--- src/rtl/cpu_pkg.sv ---
// cpu_pkg: definitions shared by the fetch stage and the control unit.
// It holds the opcode constants, the bit positions of the fixed 16-bit
// instruction fields, and the state encoding of the fetch FSM.
package cpu_pkg;

  // Opcode map in instr[15:12]. 1101 and 1110 are reserved.
  // The fetch stage issues reserved opcodes like any other instruction.
  localparam logic [3:0] OP_NOP  = 4'b0000;
  localparam logic [3:0] OP_MOV  = 4'b0001;
  localparam logic [3:0] OP_ADD  = 4'b0010;
  localparam logic [3:0] OP_SUB  = 4'b0011;
  localparam logic [3:0] OP_AND  = 4'b0100;
  localparam logic [3:0] OP_OR   = 4'b0101;
  localparam logic [3:0] OP_XOR  = 4'b0110;
  localparam logic [3:0] OP_NOT  = 4'b0111;
  localparam logic [3:0] OP_SHL  = 4'b1000;
  localparam logic [3:0] OP_SHR  = 4'b1001;
  localparam logic [3:0] OP_LT   = 4'b1010;
  localparam logic [3:0] OP_EQ   = 4'b1011;
  localparam logic [3:0] OP_JMP  = 4'b1100;
  localparam logic [3:0] OP_HALT = 4'b1111;

  // Instruction field positions.
  localparam int OPC_MSB = 15;
  localparam int OPC_LSB = 12;
  localparam int DST_MSB = 11;
  localparam int DST_LSB = 8;
  localparam int SRCA_MSB = 7;
  localparam int SRCA_LSB = 4;
  localparam int SRCB_MSB = 3;
  localparam int SRCB_LSB = 0;

  typedef enum logic [1:0] {
    FS_IDLE   = 2'd0,
    FS_REQ    = 2'd1,
    FS_ISSUE  = 2'd2,
    FS_HALTED = 2'd3
  } fetch_state_e;

endpackage

--- src/rtl/fetch_unit.sv ---
// fetch_unit: instruction fetch stage placed in front of the control unit.
// It keeps the PC, fetches 16-bit words over a req/ack handshake and
// latches each word into the IR. Fields go out on a valid/ready handshake.
// JMP and HALT are resolved here and are never issued downstream.
//
// Ports:
//   clk, rst_n              clock; synchronous active-low reset
//   run                     start fetching; sampled only in IDLE
//   imem_req/imem_addr      fetch request; the address is the PC
//   imem_data/imem_ack      returned instruction word and its ack
//   opcode/dst/src_a/src_b  IR fields
//   instr_valid/instr_ready issue handshake
//   pc, halted              program counter; set once HALT is reached
//
// state    | meaning
// ---------+-----------------------------------------------
// IDLE     | wait for run
// REQ      | request outstanding at pc, wait for imem_ack
// ISSUE    | IR holds a word: resolve JMP/HALT or issue it
// HALTED   | terminal state, left only through reset
module fetch_unit
  import cpu_pkg::*;
#(
  parameter int                ADDR_W   = 8,
  parameter int                DATA_W   = 16,
  parameter logic [ADDR_W-1:0] RESET_PC = '0
) (
  input  logic              clk,
  input  logic              rst_n,
  input  logic              run,
  output logic              imem_req,
  output logic [ADDR_W-1:0] imem_addr,
  input  logic [DATA_W-1:0] imem_data,
  input  logic              imem_ack,
  output logic [3:0]        opcode,
  output logic [3:0]        dst,
  output logic [3:0]        src_a,
  output logic [3:0]        src_b,
  output logic              instr_valid,
  input  logic              instr_ready,
  output logic [ADDR_W-1:0] pc,
  output logic              halted
);

  fetch_state_e      state_q, state_d;
  logic [ADDR_W-1:0] pc_q, pc_d;
  logic [DATA_W-1:0] ir_q, ir_d;
  logic              halted_q, halted_d;

  logic              is_jmp;
  logic              is_halt;

  assign is_jmp  = (ir_q[OPC_MSB:OPC_LSB] == OP_JMP);
  assign is_halt = (ir_q[OPC_MSB:OPC_LSB] == OP_HALT);

  always_comb begin
    state_d  = state_q;
    pc_d     = pc_q;
    ir_d     = ir_q;
    halted_d = halted_q;
    case (state_q)
      FS_IDLE: begin
        if (run) state_d = FS_REQ;
      end
      FS_REQ: begin
        if (imem_ack) begin
          ir_d    = imem_data;
          pc_d    = pc_q + ADDR_W'(1);   // wraps modulo 2^ADDR_W
          state_d = FS_ISSUE;
        end
      end
      FS_ISSUE: begin
        if (is_jmp) begin
          // The target replaces the already incremented PC.
          pc_d    = ir_q[ADDR_W-1:0];
          state_d = FS_REQ;
        end else if (is_halt) begin
          halted_d = 1'b1;
          state_d  = FS_HALTED;
        end else if (instr_ready) begin
          state_d = FS_REQ;
        end
      end
      FS_HALTED: begin
        state_d = FS_HALTED;
      end
      default: begin
        state_d = FS_IDLE;
      end
    endcase
  end

  always_ff @(posedge clk) begin
    if (!rst_n) begin
      state_q  <= FS_IDLE;
      pc_q     <= RESET_PC;
      ir_q     <= '0;
      halted_q <= 1'b0;
    end else begin
      state_q  <= state_d;
      pc_q     <= pc_d;
      ir_q     <= ir_d;
      halted_q <= halted_d;
    end
  end

  // Outputs are decoded from registered state and the IR only. They have no
  // path from imem_ack or instr_ready.
  assign imem_req    = (state_q == FS_REQ);
  assign imem_addr   = pc_q;
  assign pc          = pc_q;
  assign halted      = halted_q;
  assign instr_valid = (state_q == FS_ISSUE) && !is_jmp && !is_halt;
  assign opcode      = ir_q[OPC_MSB:OPC_LSB];
  assign dst         = ir_q[DST_MSB:DST_LSB];
  assign src_a       = ir_q[SRCA_MSB:SRCA_LSB];
  assign src_b       = ir_q[SRCB_MSB:SRCB_LSB];

endmodule

--- config.mk ---
export PLATFORM = sky130hd
export DESIGN_NAME = fetch_unit
export DESIGN_NICKNAME = d
export VERILOG_FILES = /design/src/rtl/cpu_pkg.sv /design/src/rtl/fetch_unit.sv
export SDC_FILE = /design/constraint.sdc
export NUM_CORES = 1
export LEC_CHECK = 0
export CAP_MARGIN = 20
export CORE_ASPECT_RATIO = 1.1
export CORE_MARGIN = 2
export CORE_UTILIZATION = 57
export DETAILED_ROUTE_END_ITERATION = 8
export DONT_BUFFER_PORTS = 1
export PLACE_DENSITY_LB_ADDON = 0.15
export SLEW_MARGIN = 30
export SYNTH_ARGS = -nofsm -noshare
export SYNTH_HDL_FRONTEND = slang
export SYNTH_SLANG_ARGS = --single-unit
--- constraint.sdc ---
create_clock -name clk -period 1.9 [get_ports clk]
set_clock_uncertainty 0.15 [all_clocks]
set_input_delay 0.38 -clock clk [delete_from_list [all_inputs] [get_ports clk]]
set_output_delay 0.38 -clock clk [all_outputs]
set_load 0.01 [all_outputs]
Word level (Yosys, flattened, before mapping)
Index checks and enable logic that the tools add are counted. W data, S select, Z words.

Bits in writable memories: 0. Bits in registers: 27. ROM bits: 0. Input port bits: 21. Bits in latches: 0. Memories: 0.

Add/sub/neg operators: 1. Bitwise gates (word level): 1. $mul: 0. Equal/unequal tests: 9. Muxes and demuxes: 9. Order comparisons: 0. Div/mod/pow operators: 0. Reductions and logical operators: 10. Shift operators: 0.

Operators by type and width (number): $mux W8 (2); $pmux W8 S2 (1); $mux W2 (5); $reduce_and A3 Y1 (3); $add A8 B1 Y8 const B (1); $eq A4 B4 Y1 const B (2); $pmux W2 S4 (1); $eq A2 B2 Y1 const B (2); $ne A2 B2 Y1 const B (2); $ne A4 B4 Y1 const B (1); $eq A2 B1 Y1 const B (1); $logic_and A1 B1 Y1 (2); $logic_not A1 Y1 (2); $logic_not A2 Y1 (1); $ne A2 B1 Y1 const B (1); $reduce_and A2 Y1 (1); $reduce_bool A2 Y1 (1); $not A1 Y1 (1).

Longest topological paths before layout
Gate-level depths: netlist (run 1).

Depth in word-level cells: 4. Mapped depth: 6. Mapped depth without buffers: 5.

Least setup slack after synthesis (run 1)
No wires, ideal clock.

Path type: flip-flop to flip-flop. Start: register state_q[0]. End: register pc_q[6] (netlist: imem_addr[6]). Data arrival time: 1.267 ns. Setup slack: 0.361 ns. Required time: 1.628 ns. Stages on the path, launching flop included: 6. Library setup time: 0.122 ns. Period minus slack after synthesis: 1.539 ns. Path through: dfxtp_1 nand2b_1 buf_6 o41a_1 o211ai_1 o21ai_1.

Word-level cells in the longest chain between the ends: 3. Elaborated cells on any way between the ends: 7. Those cells by class: 4 x eq/ne; 1 x mux; 2 x reduce/logical.

Ends and longest elaborated chain: start, declared (line fetch_unit.sv:45) `fetch_state_e state_q, state_d;`; start signal, assigned (line fetch_unit.sv:100) `state_q <= state_d;`; $eq A2 B2 Y1 or $eq A2 B1 Y1 (tied branches) (line fetch_unit.sv:61) `case (state_q)`; $ne A2 B2 Y1 (no source line) (tied with other cells); $reduce_and A3 Y1 (no source line); end signal, assigned (line fetch_unit.sv:101) `pc_q <= pc_d;`; end, declared (line fetch_unit.sv:46) `logic [ADDR_W-1:0] pc_q, pc_d;`.

Parallel ways exist; a longest one is shown, timed or not. A chain may end at the register's enable or synchronous reset.

Worst setup path in the final report (run 1)
Start: register ir_q[12]. End: output port instr_valid.

Word-level cells in the longest chain between the ends: 4. Elaborated cells on any way between the ends: 6. Those cells by class: 2 x eq/ne; 4 x reduce/logical.

Ends and longest elaborated chain: start, declared (line fetch_unit.sv:47) `logic [DATA_W-1:0] ir_q, ir_d;`; start signal, assigned (line fetch_unit.sv:102) `ir_q <= ir_d;`; $eq A4 B4 Y1 (line fetch_unit.sv:53) `assign is_jmp = (ir_q[OPC_MSB:OPC_LSB] == OP_JMP);`; $logic_not A1 Y1 (line fetch_unit.sv:113) `assign instr_valid = (state_q == FS_ISSUE) && !is_jmp && !is_halt;`; $logic_and A1 B1 Y1 (line fetch_unit.sv:113); $logic_and A1 B1 Y1 (*) (line fetch_unit.sv:113); end, declared (line fetch_unit.sv:39) `output logic instr_valid,`.

Mark *: on every way between the ends. The rest lies on a longest branch, timed or not.

==> results of run 1 <==
-- what timing repair did --
| item | CTS | global route |
|---|---|---|
| resized for setup | 2 | 4 |
| buffers inserted | 0 | 1 |
| endpoints found under the setup margin | 1 | 1 |
| hold buffers | 1 | 4 |
| endpoints found under the hold margin | 2 | 5 |
-- cells by family (layout without fill, tap and decap cells) --
group	Yosys count	after routing	share of synthesized area, %
DFF	27	27	41.1
adders and majority gates	1	1	0.951
AOI/OAI and AO/OA	48	48	26.2
xor gates and xnor gates	1	1	0.666
buffers and inverters	19	20	8.85
and+or+nand+nor	67	67	22.3
-- registers in the layout, indices dropped and copies added, names as in the netlist --
signal	cells
ir_q	16
halted	1
state_q	2
imem_addr	8
-- critical path, cell delays in order, from the launching register on --
cell and delay [ns]:
dfxtp_1 0.35, buf_4 0.17, xor2_1 0.17, o21ai_1 0.16
inv_1 0.10
-- stage by stage --
step / power (uW) / TNS, ns / worst slack [ns]
finish: 993 / 0 / 0.0946
CTS: 992 / 0 / 0.0265
detailed placement: 739 / 0 / 0.196
global route: 1040 / -0.0105 / -0.0105
global placement: 734 / 0 / 0.235
floorplan: 722 / 0 / 0.361
-- synth_stat cells, drive strengths merged --
master  instances
o211ai          2
a21oi           7
inv             1
clkbuf          3
nor2            3
and2b           1
dfxtp          27
nor4            2
o311ai          1
o21ai           9
buf            15
xor2            1
nand2b          1
nor3            4
a32o            1
a21boi         18
nand2          44
o41ai           2
nand3b          2
and2            2
nand4           1
nand3           6
a31o            1
o41a            1
o21a            3
ha              1
o211a           2
nor2b           1
o21bai          1
-- path summary, 6_finish.rpt --
| check | cells after the start | startpoint | endpoint | slack, ns |
|---|---|---|---|---|
| worst max-delay path | 4 | ir_q[12]$_SDFFE_PN0P_ | instr_valid | 0.09 |
| worst min-delay path | 2 | imem_data[14] | ir_q[14]$_SDFFE_PN0P_ | -0.0001 |
| worst max register to register | 5 | state_q[0]$_SDFFE_PN0P_ | imem_addr[6]$_SDFFE_PN0P_ | 0.22 |
| worst min register to register | 2 | ir_q[14]$_SDFFE_PN0P_ | ir_q[14]$_SDFFE_PN0P_ | 0.35 |
-- layer usage --
metal / up-vias / part of all wire (%) / global-route usage [%]
met3: 5 / 9.1 / 7.92
met5: - / 0 / 0
met2: 46 / 49 / 37.8
li1: 560 / - / -
met4: 0 / 1.5 / 10.2
met1: 537 / 41 / 23.4
-- layout make-up --
class / instances / area (sq um) / share of cell area, %
multi-input combinational: 117 / 661 / 47.2
inverter: 1 / 3.75 / 0.268
clock buffer: 3 / 22.5 / 1.61
tap: 30 / 37.5 / 2.68
clock inverter: 1 / 5.00 / 0.358
timing repair buffer: 15 / 125 / 8.94
sequential: 27 / 544 / 38.9
-- power by group through the flow --
stage / Clock (uW) / Sequential, uW / Combinational (uW)
2_1_floorplan: 0 / 630 / 91.9
3_3_place_gp: 0 / 632 / 102
3_5_place_dp: 0 / 634 / 105
4_1_cts: 261 / 622 / 109
5_1_grt: 279 / 626 / 131
6_report: 253 / 622 / 118
==> flow_summary.yaml, run 1 <==
logic_synthesis:
  synth.avg_cell_area_sq_um: 8.07
  ys_ff_latch: 27
  synth_cells: 163
  syn_nets: 185
  synth_top_cell_area_share_pct: 41.1
  yosysTopAreaCell: "dfxtp_1"
  yosys.cell_types.count: 34
  ys_top_cells_by_area: "dfxtp_1 41%, nand2_1 13%, a21boi_1 9.7%"
  synth-seq-area-share_pct: 41.1
  synthesis.area_sq_mm: 0.00132
  yosysWarnings: 0
finish:
  design_area_sq_mm: 0.00140
  antenna_cells: 0
  syn2layout_area_growth_pct: 6.37
  final_common_cell: "nand2_1"
  drive_above_1_share_pct: 11.6
  final_net_count: 187
  final_cell_mix: "44 x nand2_1, 24 x dfxtp_1, 17 x a21boi_1, 10 x buf_4, 7 x a21oi_1"
  final-instance-count-excl-fill: 194
  final_util_pct: 63.4
  nFillCells: 225
critical_path:
  arrival_ns: 1.28
  crit_type: "flop to output port"
  required_ns: 1.37
  path_max_fanout: 6
  worstSetupEndpointType: "output port"
  startpoint_type: "flop"
timing:
  tightest_slew_ns: 0.326
  setup_violations: 0
  slew_viol_final: 0
  holdWs_ns: -0.000102
  hold_violations: 1
  slew_headroom_pct: 78.2
  layout_min_cycle_time_ns: 1.81
  finalCritPeriodShare_pct: 95.0
  max_freq_ghz: 0.554
die:
  core-area_sq_mm: 0.00221
  die-height_um: 54.4
  die-width_um: 49.8
  std_cell_rows: 18
  io_pins: 56
  initial_core_util_pct: 59.6
  die_area_sq_mm: 0.00271
pwr:
  p_clk_share_pct: 25.5
  p_comb_share_pct: 11.9
  seq_power_share_pct: 62.6
  p_int_uw: 723
  leakage_uw: 0.000519
  switchingPower_uw: 270
  p_per_area_mw_per_mm2: 710
  vdd_ir_drop_max_mv: 0.471
  swShare_pct: 27.1
grt:
  grt_overflow: 0
  grt_max_degree: 31
  grt_pass1_vias: 1038
  track_usage_pct: 21.5
  antenna_found_initial: 0
  grt_pass1_wl_mm: 4.43
clocking:
  clk-insertion-delay-late_ns: 0.33
  cts_buffers: 3
  h-tree-depth: 1
  clockRootBuffer: "clkbuf_4"
  cts_buffer_depth: 2
  clk_pin_slew_worst_paths_ns: 0.14
  cts_tree: "done"
  clock_sinks: 27
placement:
  dpl_cell_area_sq_mm: 0.00131
  port_buffers: 0
  dp.final_hpwl_mm: 2.04
  place_congestion: 0.790
  place_inst: 184
drt:
  wl_mm: 2.91
  num_vias: 1148
  route.detailed.drc: 0
  first_iter_violations: 11
  dr.pass1.iters: 4
  viasPerCell: 5.92
  ant_nets: 0
  wl_per_cell_um: 15.0
min_path:
  min_path_type: "primary input to flop"
outcome:
  violations: "hold timing"
  status: "finished with violations"
flow_run:
  maxCapViolCount: 0
Power figures use the tool's default switching activity.
==> inputs of run 2 (changes only) <==
- CTS_CLUSTER_DIAMETER: unset -> 60
- GPL_TIMING_DRIVEN: unset -> 0
==> run 2 against run 1 <==
The run now ends clean. Via count up 4.9%. First-iteration DRC count rose to 3.5 times the previous value. Sequential cell count unchanged.
==> flow_summary.yaml, run 2 (synthesis results as in run 1) <==
drt:
  wl_per_cell_um: 15.3
  dr.pass1.iters: 4
  num_vias: 1204
  first_iter_violations: 39
  route.detailed.drc: 0
  wl_mm: 3.16
  viasPerCell: 5.84
  ant_nets: 0
pwr:
  p_int_uw: 731
  switchingPower_uw: 288
  leakage_uw: 0.000567
  p_clk_share_pct: 25.7
  p_per_area_mw_per_mm2: 688
  vdd_ir_drop_max_mv: 0.543
  p_comb_share_pct: 12.8
  swShare_pct: 28.2
  seq_power_share_pct: 61.5
finish:
  syn2layout_area_growth_pct: 12.7
  final_common_cell: "nand2_1"
  final_cell_mix: "44 x nand2_1, 23 x dfxtp_1, 17 x a21boi_1, 11 x buf_4, 7 x a21oi_1"
  antenna_cells: 0
  design_area_sq_mm: 0.00148
  drive_above_1_share_pct: 16.5
  largest_register_ffs: 16
  nFillCells: 202
  final_net_count: 199
  regMostFlops: "ir_q"
clocking:
  cts_buffer_depth: 2
  cts_tree: "done"
  clk_pin_slew_worst_paths_ns: 0.15
  cts_buffers: 3
  clock_sinks: 27
  clockRootBuffer: "clkbuf_4"
  clk-insertion-delay-late_ns: 0.33
  h-tree-depth: 1
timing:
  hold_violations: 0
  slew_viol_final: 0
  tightest_slew_ns: 0.474
  layout_min_cycle_time_ns: 1.81
  setup_violations: 0
  rsz0062_at_grt: "false"
  fin_tns_setup_ns: 0
  slew_headroom_pct: 68.4
  max_freq_ghz: 0.552
  finalCritPeriodShare_pct: 95.4
die:
  io_pins: 56
  die-height_um: 54.4
  std_cell_rows: 18
  core-area_sq_mm: 0.00221
  die-width_um: 49.8
  initial_core_util_pct: 59.6
  die_area_sq_mm: 0.00271
placement:
  port_buffers: 0
  dp.final_hpwl_mm: 2.25
  dpl_cell_area_sq_mm: 0.00135
  place_congestion: 0.812
outcome:
  status: "finished clean"
grt:
  grt_max_degree: 17
  grt_overflow: 0
  antenna_found_initial: 0
  grt_pass1_wl_mm: 4.97
  grt_pass1_vias: 1141
  track_usage_pct: 24.5
critical_path:
  path_max_fanout: 10
  arrival_ns: 1.28
  worstSetupEndpointType: "output port"
  crit_type: "flop to output port"
  startpoint_type: "flop"
  required_ns: 1.37
min_path:
  min_path_type: "primary input to flop"
flow_run:
  maxCapViolCount: 0
==> run 2: layout make-up <==
class	count	area [sq um]	share of cell area (%)
buffer	18	119	8.02
clock inverter	1	7.51	0.507
multi-input combinational	117	663	44.8
timing repair buffer	9	82.6	5.57
sequential	27	546	36.8
inverter	1	3.75	0.253
tap	30	37.5	2.53
clock buffer	3	22.5	1.52
==> run 2: worst paths after layout <==
check             slack, ns                        end  cells after the start                    start
setup / recovery       0.09                instr_valid                      4  state_q[0]$_SDFFE_PN0P_
hold / removal        0.009      ir_q[12]$_SDFFE_PN0P_                      2            imem_data[12]
setup reg to reg       0.20  imem_addr[5]$_SDFFE_PN0P_                      5    ir_q[15]$_SDFFE_PN0P_
hold reg to reg        0.37      ir_q[10]$_SDFFE_PN0P_                      2    ir_q[10]$_SDFFE_PN0P_
==> run 2: worst max-delay path: stages, from the launching register on <==
cell and delay [ns]:
dfxtp_2 0.37, and2b_2 0.27, buf_6 0.16, o21ai_2 0.07, inv_1 0.10
==> run 2: through the flow <==
stage / setup WS (ns) / total power [uW] / hold slack (ns) / util, % / instances
after floorplan: 0.361 / 722 / 0.329 / - / 163
after global placement: 0.200 / 745 / 0.342 / 61.3 / 193
after detailed placement: 0.192 / 751 / 0.346 / 61.3 / 193
after CTS: 0.0129 / 1000 / 0.00325 / 63.1 / 197
after global routing: 0.0133 / 1070 / 0.000395 / 67.1 / 206
final: 0.0870 / 1020 / 0.00903 / 67.1 / 206
==> run 2: repair_timing <==
action / CTS / global route
resized for setup: 5 / 4
hold buffers: 0 / 6
setup endpoints to repair: 1 / 1
endpoints found under the hold margin: 0 / 6
setup buffers: 0 / 3
==> run 2: power groups by stage <==
stage / combinational (uW) / clock, uW / sequential (uW)
after CTS: 115 / 261 / 627
after floorplan: 91.9 / 0 / 630
after detailed placement: 113 / 0 / 638
after global placement: 109 / 0 / 637
after global routing: 147 / 288 / 631
final: 131 / 261 / 627
==> run 2: layer usage <==
metal / track usage, % / wire, um / vias to the layer above
met5: 0 / 0 / -
met3: 6.83 / 278 / 8
met2: 44.2 / 1570 / 58
met4: 14.8 / 69 / 0
li1: - / - / 580
met1: 26.0 / 1250 / 558
==> inputs of run 3 (changes only) <==
- CAP_MARGIN: 20 -> 10
==> results of run 3 <==
Same layout as run 2: the final DEF is identical, and so are final timing and power.
